===== src/rtl/uart_frame_rx.sv =====
// Frame receiver for the UART byte stream: delimits SOF/LEN/payload/CHK packets,
// buffers the payload and replays it downstream only after the checksum matches.
module uart_frame_rx #(
    parameter int                    DATA_WIDTH     = 8,
    parameter int                    MAX_PAYLOAD    = 16,
    parameter logic [DATA_WIDTH-1:0] SOF_BYTE       = 8'hA5,
    parameter int                    TIMEOUT_CYCLES = 12000,
    parameter int                    LEN_W          = $clog2(MAX_PAYLOAD + 1)
) (
    input  logic                  clk,
    input  logic                  rst_n,
    input  logic [DATA_WIDTH-1:0] in_data,
    input  logic                  in_valid,
    output logic                  in_ready,
    output logic [DATA_WIDTH-1:0] out_data,
    output logic                  out_valid,
    input  logic                  out_ready,
    output logic                  out_last,
    output logic [LEN_W-1:0]      out_len,
    output logic                  frame_ok,
    output logic                  err_len,
    output logic                  err_chk,
    output logic                  err_timeout
);
    localparam int IDX_W = (MAX_PAYLOAD > 1) ? $clog2(MAX_PAYLOAD) : 1;
    localparam int TMR_W = (TIMEOUT_CYCLES > 1) ? $clog2(TIMEOUT_CYCLES) : 1;
    localparam logic [TMR_W-1:0]      TMR_LAST = TMR_W'(TIMEOUT_CYCLES - 1);
    localparam logic [DATA_WIDTH-1:0] LEN_MAX  = DATA_WIDTH'(MAX_PAYLOAD);
    localparam logic [LEN_W-1:0]      LEN_ONE  = LEN_W'(1);

    typedef enum logic [2:0] {
        S_HUNT    = 3'd0,
        S_LEN     = 3'd1,
        S_PAYLOAD = 3'd2,
        S_CHK     = 3'd3,
        S_DRAIN   = 3'd4
    } state_t;

    function automatic logic [DATA_WIDTH-1:0] chk_update(
        input logic [DATA_WIDTH-1:0] acc,
        input logic [DATA_WIDTH-1:0] b
    );
        return acc ^ b;
    endfunction

    state_t                  state_r, state_nxt_s;
    logic                    in_ready_r;
    logic                    accept_s, in_frame_s, timeout_s;
    logic                    len_bad_s, len_good_s, pay_wr_s, chk_ok_s, chk_bad_s;
    logic                    drain_hs_s, drain_end_s;
    logic [LEN_W-1:0]        len_r, idx_r, idx_inc_s;
    logic [DATA_WIDTH-1:0]   chk_r;
    logic [TMR_W-1:0]        tmr_r;
    logic [DATA_WIDTH-1:0]   buf_r [MAX_PAYLOAD];
    logic [DATA_WIDTH-1:0]   out_data_r;
    logic                    out_valid_r, out_last_r;
    logic [LEN_W-1:0]        out_len_r;
    logic                    frame_ok_r, err_len_r, err_chk_r, err_timeout_r;

    // in_ready is forced low while reset is held, independent of the stored state
    assign in_ready    = rst_n & in_ready_r;
    assign accept_s    = in_valid & in_ready;
    assign idx_inc_s   = idx_r + LEN_ONE;
    assign drain_hs_s  = out_valid_r & out_ready;

    assign out_data    = out_data_r;
    assign out_valid   = out_valid_r;
    assign out_last    = out_last_r;
    assign out_len     = out_len_r;
    assign frame_ok    = frame_ok_r;
    assign err_len     = err_len_r;
    assign err_chk     = err_chk_r;
    assign err_timeout = err_timeout_r;

    // Next-state and per-cycle event strobes
    always_comb begin
        state_nxt_s = state_r;
        len_bad_s   = 1'b0;
        len_good_s  = 1'b0;
        pay_wr_s    = 1'b0;
        chk_ok_s    = 1'b0;
        chk_bad_s   = 1'b0;
        drain_end_s = 1'b0;
        in_frame_s  = (state_r == S_LEN) || (state_r == S_PAYLOAD) || (state_r == S_CHK);
        timeout_s   = in_frame_s && !accept_s && (tmr_r == TMR_LAST);
        case (state_r)
            S_HUNT: begin
                if (accept_s && (in_data == SOF_BYTE)) state_nxt_s = S_LEN;
                else                                   state_nxt_s = S_HUNT;
            end
            S_LEN: begin
                if (accept_s) begin
                    if ((in_data == {DATA_WIDTH{1'b0}}) || (in_data > LEN_MAX)) begin
                        len_bad_s   = 1'b1;
                        state_nxt_s = S_HUNT;
                    end else begin
                        len_good_s  = 1'b1;
                        state_nxt_s = S_PAYLOAD;
                    end
                end else if (timeout_s) begin
                    state_nxt_s = S_HUNT;
                end else begin
                    state_nxt_s = S_LEN;
                end
            end
            S_PAYLOAD: begin
                if (accept_s) begin
                    pay_wr_s = 1'b1;
                    if (idx_r == (len_r - LEN_ONE)) state_nxt_s = S_CHK;
                    else                            state_nxt_s = S_PAYLOAD;
                end else if (timeout_s) begin
                    state_nxt_s = S_HUNT;
                end else begin
                    state_nxt_s = S_PAYLOAD;
                end
            end
            S_CHK: begin
                if (accept_s) begin
                    if (in_data == chk_r) begin
                        chk_ok_s    = 1'b1;
                        state_nxt_s = S_DRAIN;
                    end else begin
                        chk_bad_s   = 1'b1;
                        state_nxt_s = S_HUNT;
                    end
                end else if (timeout_s) begin
                    state_nxt_s = S_HUNT;
                end else begin
                    state_nxt_s = S_CHK;
                end
            end
            S_DRAIN: begin
                if (drain_hs_s && out_last_r) begin
                    drain_end_s = 1'b1;
                    state_nxt_s = S_HUNT;
                end else begin
                    state_nxt_s = S_DRAIN;
                end
            end
            default: state_nxt_s = S_HUNT;
        endcase
    end

    // State register
    always_ff @(posedge clk) begin
        if (!rst_n) state_r <= S_HUNT;
        else        state_r <= state_nxt_s;
    end

    // Frame bookkeeping: length, index, running checksum, inter-byte timer
    always_ff @(posedge clk) begin
        if (!rst_n) begin
            in_ready_r <= 1'b1;
            len_r      <= {LEN_W{1'b0}};
            idx_r      <= {LEN_W{1'b0}};
            chk_r      <= {DATA_WIDTH{1'b0}};
            tmr_r      <= {TMR_W{1'b0}};
        end else begin
            in_ready_r <= (state_nxt_s != S_DRAIN);
            if (accept_s || timeout_s || !in_frame_s) tmr_r <= {TMR_W{1'b0}};
            else                                      tmr_r <= tmr_r + TMR_W'(1);
            if (len_good_s) begin
                len_r <= LEN_W'(in_data);
                chk_r <= in_data;
                idx_r <= {LEN_W{1'b0}};
            end else if (pay_wr_s) begin
                chk_r <= chk_update(chk_r, in_data);
                // idx parks on len-1 rather than wrapping
                if (idx_r != (len_r - LEN_ONE)) idx_r <= idx_inc_s;
            end else if (chk_ok_s) begin
                idx_r <= {LEN_W{1'b0}};
            end else if (drain_hs_s && !drain_end_s) begin
                idx_r <= idx_inc_s;
            end
        end
    end

    // Payload buffer; contents only matter between a write and its drain
    always_ff @(posedge clk) begin
        if (pay_wr_s) buf_r[idx_r[IDX_W-1:0]] <= in_data;
    end

    // Registered output stream and status pulses
    always_ff @(posedge clk) begin
        if (!rst_n) begin
            out_data_r    <= {DATA_WIDTH{1'b0}};
            out_valid_r   <= 1'b0;
            out_last_r    <= 1'b0;
            out_len_r     <= {LEN_W{1'b0}};
            frame_ok_r    <= 1'b0;
            err_len_r     <= 1'b0;
            err_chk_r     <= 1'b0;
            err_timeout_r <= 1'b0;
        end else begin
            frame_ok_r    <= chk_ok_s;
            err_len_r     <= len_bad_s;
            err_chk_r     <= chk_bad_s;
            err_timeout_r <= timeout_s;
            if (chk_ok_s) begin
                out_valid_r <= 1'b1;
                out_data_r  <= buf_r[0];
                out_last_r  <= (len_r == LEN_ONE);
                out_len_r   <= len_r;
            end else if (drain_end_s) begin
                out_valid_r <= 1'b0;
                out_last_r  <= 1'b0;
            end else if (drain_hs_s) begin
                out_data_r  <= buf_r[idx_inc_s[IDX_W-1:0]];
                out_last_r  <= (idx_inc_s == (len_r - LEN_ONE));
            end
        end
    end
endmodule


===== config.mk =====
export PLATFORM = sky130hd
export DESIGN_NAME = uart_frame_rx
export DESIGN_NICKNAME = d
export VERILOG_FILES = /design/src/rtl/uart_frame_rx.sv
export SDC_FILE = /design/constraint.sdc
export NUM_CORES = 1
export LEC_CHECK = 0
export CAP_MARGIN = 25
export CORE_MARGIN = 3
export CORE_UTILIZATION = 60
export DETAILED_ROUTE_END_ITERATION = 7
export PLACE_DENSITY_LB_ADDON = 0.12
export SYNTH_ARGS = -nofsm -noshare
export SYNTH_HDL_FRONTEND = slang
export SYNTH_SLANG_ARGS = --single-unit

===== constraint.sdc =====
create_clock -name clk -period 3.6 [get_ports clk]
set_input_delay 0.9 -clock clk [delete_from_list [all_inputs] [get_ports clk]]
set_output_delay 0.9 -clock clk [all_outputs]
set_load 0.05 [all_outputs]

## Yosys cells after proc, flatten, opt, wreduce, memory -nomap -nowiden

Memory sizes are Yosys's and may differ from the RTL's.
Cells that the tools add are included.

- $add $sub $neg: 3
- Multiply operators: 0
- Divide/modulo/power cells: 0
- $lt $le $gt $ge: 1
- Equal/unequal tests: 14
- Shift operators: 0
- Multiplexer cells: 40
- Bitwise gates (word level): 5
- Reduce and logical (&&, ||, !) cells: 26

Operators with widths:

| cell | number |
|---|---|
| 8-bit 2-to-1 mux | 5 |
| 1-bit 2-to-1 mux | 22 |
| 5-bit 2-to-1 mux | 4 |
| 3-bit 2-to-1 mux | 5 |
| 3-bit case mux with 5 select lines | 1 |
| 14-bit by 1-bit adder with 14-bit output, second input constant | 1 |
| 14-bit equality test, second input constant | 1 |
| 5-bit equality test | 2 |
| 8-bit equality test | 1 |
| 8-bit equality test, second input constant | 1 |
| 8-bit by 5-bit > comparator with 1-bit output, second input constant | 1 |
| 8-bit logical NOT | 1 |
| 8-bit XOR | 1 |
| 3-bit by 2-bit equality test with 1-bit output, second input constant | 2 |
| 2-bit 2-to-1 mux | 3 |
| 3-bit AND reduction | 2 |
| 2-bit nonzero test | 3 |
| 3-bit nonzero test | 2 |
| 5-bit by 1-bit adder with 5-bit output, second input constant | 1 |
| 5-bit by 1-bit equality test with 1-bit output, second input constant | 1 |
| 1-bit logical AND | 5 |
| 1-bit logical OR | 5 |
| 5-bit inequality test | 1 |
| 5-bit by 1-bit subtractor with 5-bit output, second input constant | 1 |
| other kinds (11) | 17 |

- Bits in registers: 55
- Latch bits: 0
- Memory bits (writable): 128
- Bits in read-only memories: 0
- Bits of input ports: 12
- Memories: 1

Memory list:

| name | words | bits a word | rd ports | clocked after Yosys merged registers in | wr ports | line | source |
|---|---|---|---|---|---|---|---|
| buf_r | 16 | 8 | 2 | 0 | 1 | 54 | `logic [DATA_WIDTH-1:0] buf_r [MAX_PAYLOAD];` |

## Longest topological paths before layout

- Word-level depth: 9
- Mapped depth: 12
- Depth with buffers taken out: 7

## Worst setup path after synthesis

Ideal clock, no wire load.

- Kind: input to register
- Start point: in rst_n
- End point: mem buf_r[3][0], enable pin
- Library setup time: 383 ps
- Arrival time: 2482 ps
- Data required time: 3217 ps
- Slack: 735 ps
- Cell stages on the path: 6
- Cell sequence: buf_2 > nand4b_1 > nor2_1 > clkbuf_1 > nand2_1 > nor3_1

- Longest elaborated chain between the ends: 6

RTL lines:

| item | line | source |
|---|---|---|
| start, declared | 11 | `input logic rst_n,` |
| 1-bit AND | 61 | `assign in_ready = rst_n & in_ready_r;` |
| 1-bit AND | 62 | `assign accept_s = in_valid & in_ready;` |
| 1-bit 2-to-1 mux | 107 | `if (accept_s) begin` |
| 1-bit 2-to-1 mux | 86 | `case (state_r)` |
| 1-bit 2-to-1 mux | 180 | `if (pay_wr_s) buf_r[idx_r[IDX_W-1:0]] <= in_data;` |
| 1-bit 2-to-1 mux (not written as such) | 180 |  |
| end, declared | 54 |  |

Every way passes these cells.

## Final worst setup path

- Start point: reg idx_r[1]
- End point: reg out_data_r[7] (netlist: out_data[7])

- Longest elaborated chain between the ends: 5

RTL lines:

| item | line | source |
|---|---|---|
| start, declared | 51 | `logic [LEN_W-1:0] len_r, idx_r, idx_inc_s;` |
| start signal, assigned | 155 | `idx_r <= {LEN_W{1'b0}};` |
| start signal, assigned | 165 | `idx_r <= {LEN_W{1'b0}};` |
| start signal, assigned | 169 | `if (idx_r != (len_r - LEN_ONE)) idx_r <= idx_inc_s;` |
| 5-bit by 1-bit adder with 5-bit output | 63 | `assign idx_inc_s = idx_r + LEN_ONE;` |
| memory read 16 x 8 bit | n/a |  |
| 8-bit 2-to-1 mux | 207 | `end else if (drain_hs_s) begin` |
| 8-bit 2-to-1 mux | 204 | `end else if (drain_end_s) begin` |
| 8-bit 2-to-1 mux | 199 | `if (chk_ok_s) begin` |
| end signal, assigned | 186 | `out_data_r <= {DATA_WIDTH{1'b0}};` |
| end signal, assigned | 201 | `out_data_r <= buf_r[0];` |
| end signal, assigned | 208 | `out_data_r <= buf_r[idx_inc_s[IDX_W-1:0]];` |
| end, declared | 55 | `logic [DATA_WIDTH-1:0] out_data_r;` |

Every way passes these cells. The select of a mux whose other input is x is not followed.
A chain may end at the register's enable or synchronous reset.

==> results.yml <==
die:
  initial_core_util: 0.630
  die_width_um: 120
  die_h_um: 120
  die_area_um2: 14300
  coreArea_um2: 12300
  fp-row-count: 40
  floorplan.io_pins: 32
finish:
  drive_above_1_share: 0.151
  n_antenna_cell: 0
  area_growth_pct: 15.8
  layout.nets: 655
  mostFrequentLayoutCells: "sky130_fd_sc_hd__edfxtp_1 (128), sky130_fd_sc_hd__dfxtp_1 (54), sky130_fd_sc_hd__nand2_1 (51), sky130_fd_sc_hd__nor2_1 (49), sky130_fd_sc_hd__buf_4 (35)"
  mostFrequentLayoutCell: "sky130_fd_sc_hd__edfxtp_1"
synthesis:
  syn_inst: 583
  synth_cell_types: 54
  synth-seq-cells: 183
  synthesis_warning_total: 0
  synthArstFlopShare: 0
  synth-edff-count: 128
  synthesis.area_um2: 7750
  seq_area_frac_synth: 0.638
  synth.net_count: 602
  synth_top_cell_by_area: "sky130_fd_sc_hd__edfxtp_1"
  yosys-top-cells-area: "sky130_fd_sc_hd__edfxtp_1 (50%), sky130_fd_sc_hd__dfxtp_1 (14%), sky130_fd_sc_hd__mux4_2 (5.2%)"
  ys_dominant_reg_cell: "sky130_fd_sc_hd__edfxtp_1"
  postSynthAreaPerCell_um2: 13.3
  synth_largest_type_area_fraction: 0.496
worst_hold_path:
  hold_start: "out_len[4]$_SDFFE_PN0P_"
  worstHoldEndpoint: "out_len[4]$_SDFFE_PN0P_"
  hold_depth: 2
  class_of_the_most_critical_hold_timing_path: "reg2reg"
critical_path:
  cp_top_family: "adder cells"
  timing.critical_path.to_type: "register"
  path_cells: "inv_1, ha_1, inv_1, nor2_1, a22oi_1, a32oi_1, a21oi_1"
  crit_type: "reg2reg"
  worst_r2r_endpoint: "out_data[7]$_SDFFE_PN0P_"
  reg2reg_from: "idx_r[1]$_SDFFE_PP0P_"
  timing.critical_path.mode_cell: "sky130_fd_sc_hd__inv_1"
  critical_path_peak_fanout: 18
  data_required_time_at_the_worst_endpoint_ns: 3.92
  timing.critical_path.slowest_cell_delay_ns: 0.85
  startpoint_type: "register"
  ff2ff_path_depth: 7
  setup.reg_to_reg.worst_slack_ns: 0.76
  critPathBufInv: 2
  worstPathArrival_ns: 3.15
  critical-path-slowest-cell: "sky130_fd_sc_hd__ha_1"
drt:
  drt_via_density: 6.05
  routed-via-count: 4936
  dr.pass1.iters: 7
  drt_drc_violations_left: 0
  postRouteWirelength_mm: 16.9
  drt-initial-drc-count: 540
  antenna_violating_nets_post_route: 0
  wl_per_cell_um: 20.7
cts:
  cts.reportedPaths.clkPinSlew_ns: 0.06
  cts_hold_repair.buffers: 0
  tritoncts.num_buffers: 17
  cts_tree: "yes"
  clkSinkCount: 183
  cts.repair.resized: 0
  clkLatencyLatePin_ns: 0.43
  cts_setup_buffers: 0
  ctsHtreeMaxLevel: 4
  clk_path_buf_depth: 2
  clock_tree.root_cell: "sky130_fd_sc_hd__clkbuf_16"
global_routing:
  grt_start_max_net_pins: 35
  first_pass_grt_wire_length_mm: 26.9
  grt_antenna_before_repair: 0
  overall_global_routing_usage: 0.250
  vias_in_the_first_global_route: 4881
  global_route.overflow_total: 0
timing:
  final_worst_slack_ns: 0.762
  fin_setup_tns_ns: 0
  post-route-period-util: 0.788
  worst_slew_margin_rel: 0.446
  finalSetupViolCount: 0
  maxSlewViolCount: 0
  rsz0062_at_grt: "false"
  worst_slew_pin_slew_ns: 0.832
  finalWorstPathRequiredPeriod_ns: 2.84
  achievable-frequency_mhz: 352
  final_report_hold_violation_count: 0
  worst_clock_skew_ns: 0.00769
power:
  power_frac_clock: 0.449
  cell_internal_pwr_uw: 3430
  seqPwrFrac: 0.530
  p_sw_uw: 812
  total_power_consumption_uw: 4240
  power.leakage_uw: 0.00287
  power_density_nw_per_um2: 472
  vdd.ir_drop.worst_uv: 417
  switching_portion_of_total_power: 0.191
  pwr-share-comb: 0.021
placed_design:
  pre_cts_ws_ns: 0.351
  portBuffers: 31
  gp_congestion: 0.876
  post-dp-hpwl_mm: 11.3
outcome:
  run_status: "finished, final reports clean"
flow_run:
  maxCapViolations: 0
==> power by group through the flow <==
stage | Sequential (µW) | Clock [µW] | Combinational, µW
floorplan | 2290 | 0 | 26.5
global placement | 2290 | 0 | 86.3
detailed placement | 2290 | 0 | 88.6
CTS | 2250 | 1920 | 88.8
global route | 2240 | 2030 | 95.9
finish | 2250 | 1900 | 89.4
==> layer usage <==
layer	share of wire	vias up	track usage
met2	0.49	200	0.398
li1	-	2284	-
met4	0.026	0	0.0988
met3	0.063	35	0.0415
met5	0	-	0
met1	0.42	2417	0.347
==> worst max path at each step <==
| stage | from | end | slack (ns) | depth (start not counted) |
|---|---|---|---|---|
| after floorplan | rst_n | buf_r[3][0]$_DFFE_PP_ | 0.74 | 6 |
| after global placement | rst_n | idx_r[3]$_SDFFE_PP0P_ | 0.45 | 7 |
| after detailed placement | rst_n | idx_r[3]$_SDFFE_PP0P_ | 0.35 | 7 |
| after CTS | rst_n | in_ready | 0.78 | 3 |
| after global routing | rst_n | idx_r[1]$_SDFFE_PP0P_ | 0.66 | 7 |
| final | idx_r[1]$_SDFFE_PP0P_ | out_data[7]$_SDFFE_PN0P_ | 0.76 | 7 |
==> stage by stage <==
stage | hold slack [ns] | instance area, µm² | std cells | utilization
after floorplan | 0.430 | 7750 | 583 | -
after global placement | 0.442 | 8370 | 785 | 0.680
after detailed placement | 0.453 | 8370 | 785 | 0.680
after CTS | 0.461 | 8980 | 816 | 0.729
after global routing | 0.479 | 8980 | 816 | 0.729
final | 0.458 | 8980 | 816 | 0.729
==> layout make-up <==
cell class	count	area [µm²]
flip-flops and latches	183	4950
fillers	859	3340
multi-input cells	357	2580
repair buffers	66	583
clock buffers	17	425
well taps	168	210
clock inverters	14	184
inverters	11	46.3
==> sequential cells by signal, indices dropped and copies added, names as in the netlist, 3 cells and up <==
name and count:
len_r 5, out_len 5, out_data 8, tmr_r 14, state_r 3, buf_r 128, idx_r 5, chk_r 8
==> cell usage after synthesis (13+ instances only) <==
cell type and n:
sky130_fd_sc_hd__edfxtp_1 128, sky130_fd_sc_hd__nand3_1 17, sky130_fd_sc_hd__nor2_1 49, sky130_fd_sc_hd__mux4_2 18, sky130_fd_sc_hd__a22oi_1 14, sky130_fd_sc_hd__a21oi_1 33, sky130_fd_sc_hd__dfxtp_1 55, sky130_fd_sc_hd__o21ai_0 15
sky130_fd_sc_hd__xnor2_1 25, sky130_fd_sc_hd__nand2_1 51, sky130_fd_sc_hd__xor2_1 13, sky130_fd_sc_hd__clkbuf_1 14, sky130_fd_sc_hd__mux2i_1 28
==> worst register-to-register path: stages (launching register included) <==
cell and delay [ns]:
sky130_fd_sc_hd__dfxtp_1 0.44, sky130_fd_sc_hd__inv_1 0.13, sky130_fd_sc_hd__ha_1 0.85, sky130_fd_sc_hd__inv_1 0.17, sky130_fd_sc_hd__nor2_1 0.54, sky130_fd_sc_hd__a22oi_1 0.24, sky130_fd_sc_hd__a32oi_1 0.27, sky130_fd_sc_hd__a21oi_1 0.08
==> cell families after synthesis <==
kind of cell / synth area share
muxes: 0.102
xor gates and xnor gates: 0.0429
adders and majority gates: 0.0113
and+or+nand+nor: 0.0991
buffers and inverters: 0.0292
DFF: 0.638
AOI/OAI and AO/OA: 0.0781
(Power assumes the default switching activity.)
==> patch 1 (same flow settings) <==
The parameter `MAX_PAYLOAD` goes from 16 to 32.
--- a/src/rtl/uart_frame_rx.sv
+++ b/src/rtl/uart_frame_rx.sv
@@ -2,7 +2,7 @@
 // buffers the payload and replays it downstream only after the checksum matches.
 module uart_frame_rx #(
     parameter int                    DATA_WIDTH     = 8,
-    parameter int                    MAX_PAYLOAD    = 16,
+    parameter int                    MAX_PAYLOAD    = 32,
     parameter logic [DATA_WIDTH-1:0] SOF_BYTE       = 8'hA5,
     parameter int                    TIMEOUT_CYCLES = 12000,
     parameter int                    LEN_W          = $clog2(MAX_PAYLOAD + 1)
Ports: changed (resized out_len); port bits go from 32 to 33. No check against the original RTL was run, so the function may have changed too.
==> patch 1 against the original RTL <==
- total power increased by 70%
- design area increased by 66%
- worst setup slack got worse by 0.17 ns
- area after synthesis increased by 67%
- wire length increased by 70%
- global-route usage decreased by 0.15 points
- sequential power increased by 74%
- critical path depth decreased by 3
- sequential cell count increased by 131
- clock skew increased by 0.00090 ns
- critical endpoint is now in_ready
- largest power group unchanged
==> patch 1: results (changes against the original RTL) <==
\begin{tabular}{lr}
\hline
Metric & Value \\
\hline
\multicolumn{2}{l}{\textbf{Placement}} \\
Post-Place Cell Area & 0.0139 sq mm (+66\%) \\
Final estimated routing congestion in global placement & 0.906 (+3.4\%) \\
Detailed placer's ending HPWL & 19.1 mm (+69\%) \\
Post-Place Cells & 1140 (+45\%) \\
\multicolumn{2}{l}{\textbf{Yosys}} \\
Synth top area cells & sky130\_fd\_sc\_hd\_\_edfxtp\_1 (59\%), sky130\_fd\_sc\_hd\_\_mux4\_2 (11\%), sky130\_fd\_sc\_hd\_\_dfxtp\_1 (9.0\%) \\
Synthesized area per cell & 15.8 sq um (+19\%) \\
Synth Net Count & 838 (+39\%) \\
Xor/xnor share of the synthesized area & 0.0230 (-0.0199) \\
Fraction of the mapped netlist area in adder cells & 0.00677 (-0.00453) \\
Most numerous cell types in the synthesized netlist & sky130\_fd\_sc\_hd\_\_edfxtp\_1 (256), sky130\_fd\_sc\_hd\_\_nand2\_1 (83), sky130\_fd\_sc\_hd\_\_mux4\_2 (64) \\
Count of cell types in the netlist & 57 (+5.6\%) \\
\multicolumn{2}{l}{\textbf{STA}} \\
Final Skew & 0.00859 ns (+0.000898 ns) \\
\multicolumn{2}{l}{\textbf{Routing}} \\
Initial detailed-routing violation count & 816 (+51\%) \\
Total met2 wirelength after detailed routing & 14.2 mm (+70\%) \\
Average detailed-routed wire length per instance & 24.0 um (+16\%) \\
\multicolumn{2}{l}{\textbf{Global routing}} \\
Fraction of met2 tracks used by global routing & 0.404 (+0.00647) \\
Met1 layer usage reported by global route & 0.357 (+0.00928) \\
\multicolumn{2}{l}{\textbf{Finish}} \\
Number of flip-flops in the largest register & 256 (+100\%) \\
Proportion of layout cells with a drive suffix above 1 & 0.202 (+0.0505) \\
\multicolumn{2}{l}{\textbf{Power and ir drop}} \\
Leakage power summed over all cells & 4.81 nW (+68\%) \\
Net switching power & 1.38 mW (+71\%) \\
Power Combinational & 0.113 mW (+26\%) \\
\multicolumn{2}{l}{\textbf{Worst hold path}} \\
Hold Path Stages & 1 (-1) \\
\multicolumn{2}{l}{\textbf{Clock tree}} \\
CTS H-Tree Depth & 1 (-3) \\
\multicolumn{2}{l}{\textbf{Outcome}} \\
Result of the run & finished, final reports clean \\
\hline
\end{tabular}
patch 1: final timing paths:
check / slack (ns) / end / from
setup / recovery: 0.59 / in_ready / rst_n
hold / removal: 0.44 / tmr_r[0]$_SDFF_PP0_ / tmr_r[0]$_SDFF_PP0_
setup reg to reg: 0.64 / out_data[4]$_SDFFE_PN0P_ / idx_r[1]$_SDFFE_PP0P_
hold reg to reg: 0.44 / tmr_r[0]$_SDFF_PP0_ / tmr_r[0]$_SDFF_PP0_
patch 1: layout make-up:
class	instances	area, sq um
multi-input combinational	454	3860
clock buffer	37	808
clock inverter	20	209
tap	275	344
inverter	9	41.3
timing repair buffer	88	763
sequential	314	8850
fill	1330	6210
patch 1: critical path, cell delays in order:
cell                              delay (ns)
sky130_fd_sc_hd__clkdlybuf4s50_1        0.53
sky130_fd_sc_hd__buf_4                  0.30
sky130_fd_sc_hd__and2_1                 0.22
sky130_fd_sc_hd__buf_12                 0.15
==> patch 2 (same flow settings) <==
Made on the original files. Make the reset (`rst_n`) asynchronous in 3 clocked blocks.
--- a/src/rtl/uart_frame_rx.sv
+++ b/src/rtl/uart_frame_rx.sv
@@ -142,13 +142,13 @@
     end
 
     // State register
-    always_ff @(posedge clk) begin
+    always_ff @(posedge clk or negedge rst_n) begin
         if (!rst_n) state_r <= S_HUNT;
         else        state_r <= state_nxt_s;
     end
 
     // Frame bookkeeping: length, index, running checksum, inter-byte timer
-    always_ff @(posedge clk) begin
+    always_ff @(posedge clk or negedge rst_n) begin
         if (!rst_n) begin
             in_ready_r <= 1'b1;
             len_r      <= {LEN_W{1'b0}};
@@ -181,7 +181,7 @@
     end
 
     // Registered output stream and status pulses
-    always_ff @(posedge clk) begin
+    always_ff @(posedge clk or negedge rst_n) begin
         if (!rst_n) begin
             out_data_r    <= {DATA_WIDTH{1'b0}};
             out_valid_r   <= 1'b0;
Formal check against the unedited RTL: differs if rst_n is asserted again (counterexample within 4 cycles, from zero or initial values and one cycle with rst_n low); with rst_n held inactive, the same outputs for 10 cycles.
==> patch 2 against the original RTL <==
- design area is 2.5% higher
- highest routed layer unchanged
- area after synthesis is 3.2% higher
- worst hold slack better by 0.026 ns
- core utilization is 1.2 points lower
- sequential cell count stayed put
- critical endpoint is now idx_r[1]$_DFFE_PN0P_
- worst setup slack worse by 0.12 ns
- wire length is 2.4% higher
Power is not compared: it rests on default switching activity, and its combinational part moved more than twofold at a synthesized area within 25%.
==> patch 2: results (changes against the original RTL) <==
\begin{tabular}{lr}
\hline
Metric & Value \\
\hline
\multicolumn{2}{l}{\textbf{Outcome}} \\
Result of the run & finished, final reports clean \\
\multicolumn{2}{l}{\textbf{Finish}} \\
Nets@finish & 618 (-5.6\%) \\
Fill cell instance count of the final layout & 864 (+0.58\%) \\
Final Instance Count excl. Fillers & 784 (-3.9\%) \\
Post-route standard cell area excluding fillers & 0.00920 sq mm (+2.5\%) \\
\multicolumn{2}{l}{\textbf{Setup path}} \\
Crit-path leading delay family & buffers and inverters \\
Worst path slowest cell & sky130\_fd\_sc\_hd\_\_clkdlybuf4s50\_1 \\
Highest fanout seen on the critical path & 14 (-4) \\
WP data arrival & 3.30 ns (+0.15 ns) \\
\multicolumn{2}{l}{\textbf{Global routing}} \\
Global-route wire length before repair & 27.3 mm (+1.2\%) \\
Maximum number of pins on one net before global-route repair & 36 (+2.9\%) \\
Fraction of met2 tracks used by global routing & 0.402 (+0.00378) \\
Via count of the first global-routing pass & 4857 (-0.49\%) \\
Met1 layer usage reported by global route & 0.358 (+0.0110) \\
Global-route total usage across every layer & 0.254 (+0.00432) \\
\multicolumn{2}{l}{\textbf{Yosys}} \\
Xor/xnor share of the synthesized area & 0.0455 (+0.00257) \\
Gate Count Post-Synth & 543 (-6.9\%) \\
Most numerous cell types in the synthesized netlist & sky130\_fd\_sc\_hd\_\_edfxtp\_1 (128), sky130\_fd\_sc\_hd\_\_nand2\_1 (58), sky130\_fd\_sc\_hd\_\_dfrtp\_1 (54) \\
Share of synthesized registers carrying an async set or reset & 0.301 (+0.301) \\
Count of cell types in the netlist & 62 (+15\%) \\
Mux contribution to synthesized area & 0.112 (+0.0108) \\
Compound-cell area share of the yosys netlist & 0.0514 (-0.0267) \\
Synth top area cells & sky130\_fd\_sc\_hd\_\_edfxtp\_1 (48\%), sky130\_fd\_sc\_hd\_\_dfrtp\_1 (17\%), sky130\_fd\_sc\_hd\_\_mux4\_2 (9.0\%) \\
Fraction of the mapped netlist area in adder cells & 0.0109 (-0.000352) \\
\multicolumn{2}{l}{\textbf{STA}} \\
Final Skew & 0.00712 ns (-0.000571 ns) \\
Final critical path time including I/O delays and setup & 2.96 ns (+0.120 ns) \\
Worst Tran Pin Value & 0.821 ns (-0.0108 ns) \\
\multicolumn{2}{l}{\textbf{Clock tree}} \\
CTS H-Tree Depth & 4 (unchanged) \\
\multicolumn{2}{l}{\textbf{Routing}} \\
Vias per cell & 6.13 (+1.3\%) \\
Initial detailed-routing violation count & 455 (-16\%) \\
\multicolumn{2}{l}{\textbf{Placement}} \\
Post-placement setup slack & 0.195 ns (-0.156 ns) \\
Final estimated routing congestion in global placement & 0.834 (-4.8\%) \\
Post-Place Cells & 752 (-4.2\%) \\
Detailed placer's ending HPWL & 11.2 mm (-0.95\%) \\
Post-Place Cell Area & 0.00862 sq mm (+3.0\%) \\
\multicolumn{2}{l}{\textbf{Power and ir drop}} \\
Power dissipated in sequential cells & 2.26 mW \\
\hline
\end{tabular}
## patch 2: cell count changes after synthesis, sizes merged, moves of 7 or more
cell,before,now
a22oi,14,0
inv,9,16
a21oi,33,10
dfrtp,0,54
mux2i,28,8
a31oi,2,10
a32oi,8,0
nor2,49,35
nand2,51,58
dfxtp,55,0
mux4,18,32
nor4,3,10
## patch 2: kinds of logic (layout without fill, tap and decap cells)
group	count (synthesis)	in the layout
flip-flops	183	183
AO/OA/AOI/OAI	60	60
AND/OR/NAND/NOR	162	162
adder cells (fa/ha/maj)	7	7
XOR/XNOR	37	37
buffers and inverters	46	115
multiplexers	48	48
## patch 2: final cells by class
| cell class | count | area share |
|---|---|---|
| inverters | 17 | 0.00694 |
| clock buffers | 17 | 0.0463 |
| well taps | 172 | 0.0234 |
| clock inverters | 15 | 0.0170 |
| multi-input cells | 314 | 0.277 |
| repair buffers | 66 | 0.0615 |
| flip-flops and latches | 183 | 0.568 |
## patch 2: final timing paths
path,startpoint,endpoint,slack [ns],cells past startpoint
hold / removal,tmr_r[0]$_DFF_PN0_,tmr_r[0]$_DFF_PN0_,0.48,1
min in group asynchronous,rst_n,err_len$_DFF_PN0_,0.50,2
max in group asynchronous,rst_n,in_ready_r$_DFF_PN1_,2.68,2
hold reg to reg,tmr_r[0]$_DFF_PN0_,tmr_r[0]$_DFF_PN0_,0.48,1
setup / recovery,in_data[2],idx_r[1]$_DFFE_PN0P_,0.64,7
setup reg to reg,idx_r[0]$_DFFE_PN0P_,out_data[3]$_DFFE_PN0P_,1.07,8
## patch 2: layer usage
| metal | vias to the layer above | part of all wire |
|---|---|---|
| met5 | - | 0 |
| met4 | 0 | 0.018 |
| met3 | 32 | 0.057 |
| met2 | 157 | 0.49 |
| met1 | 2450 | 0.44 |
| li1 | 2167 | - |
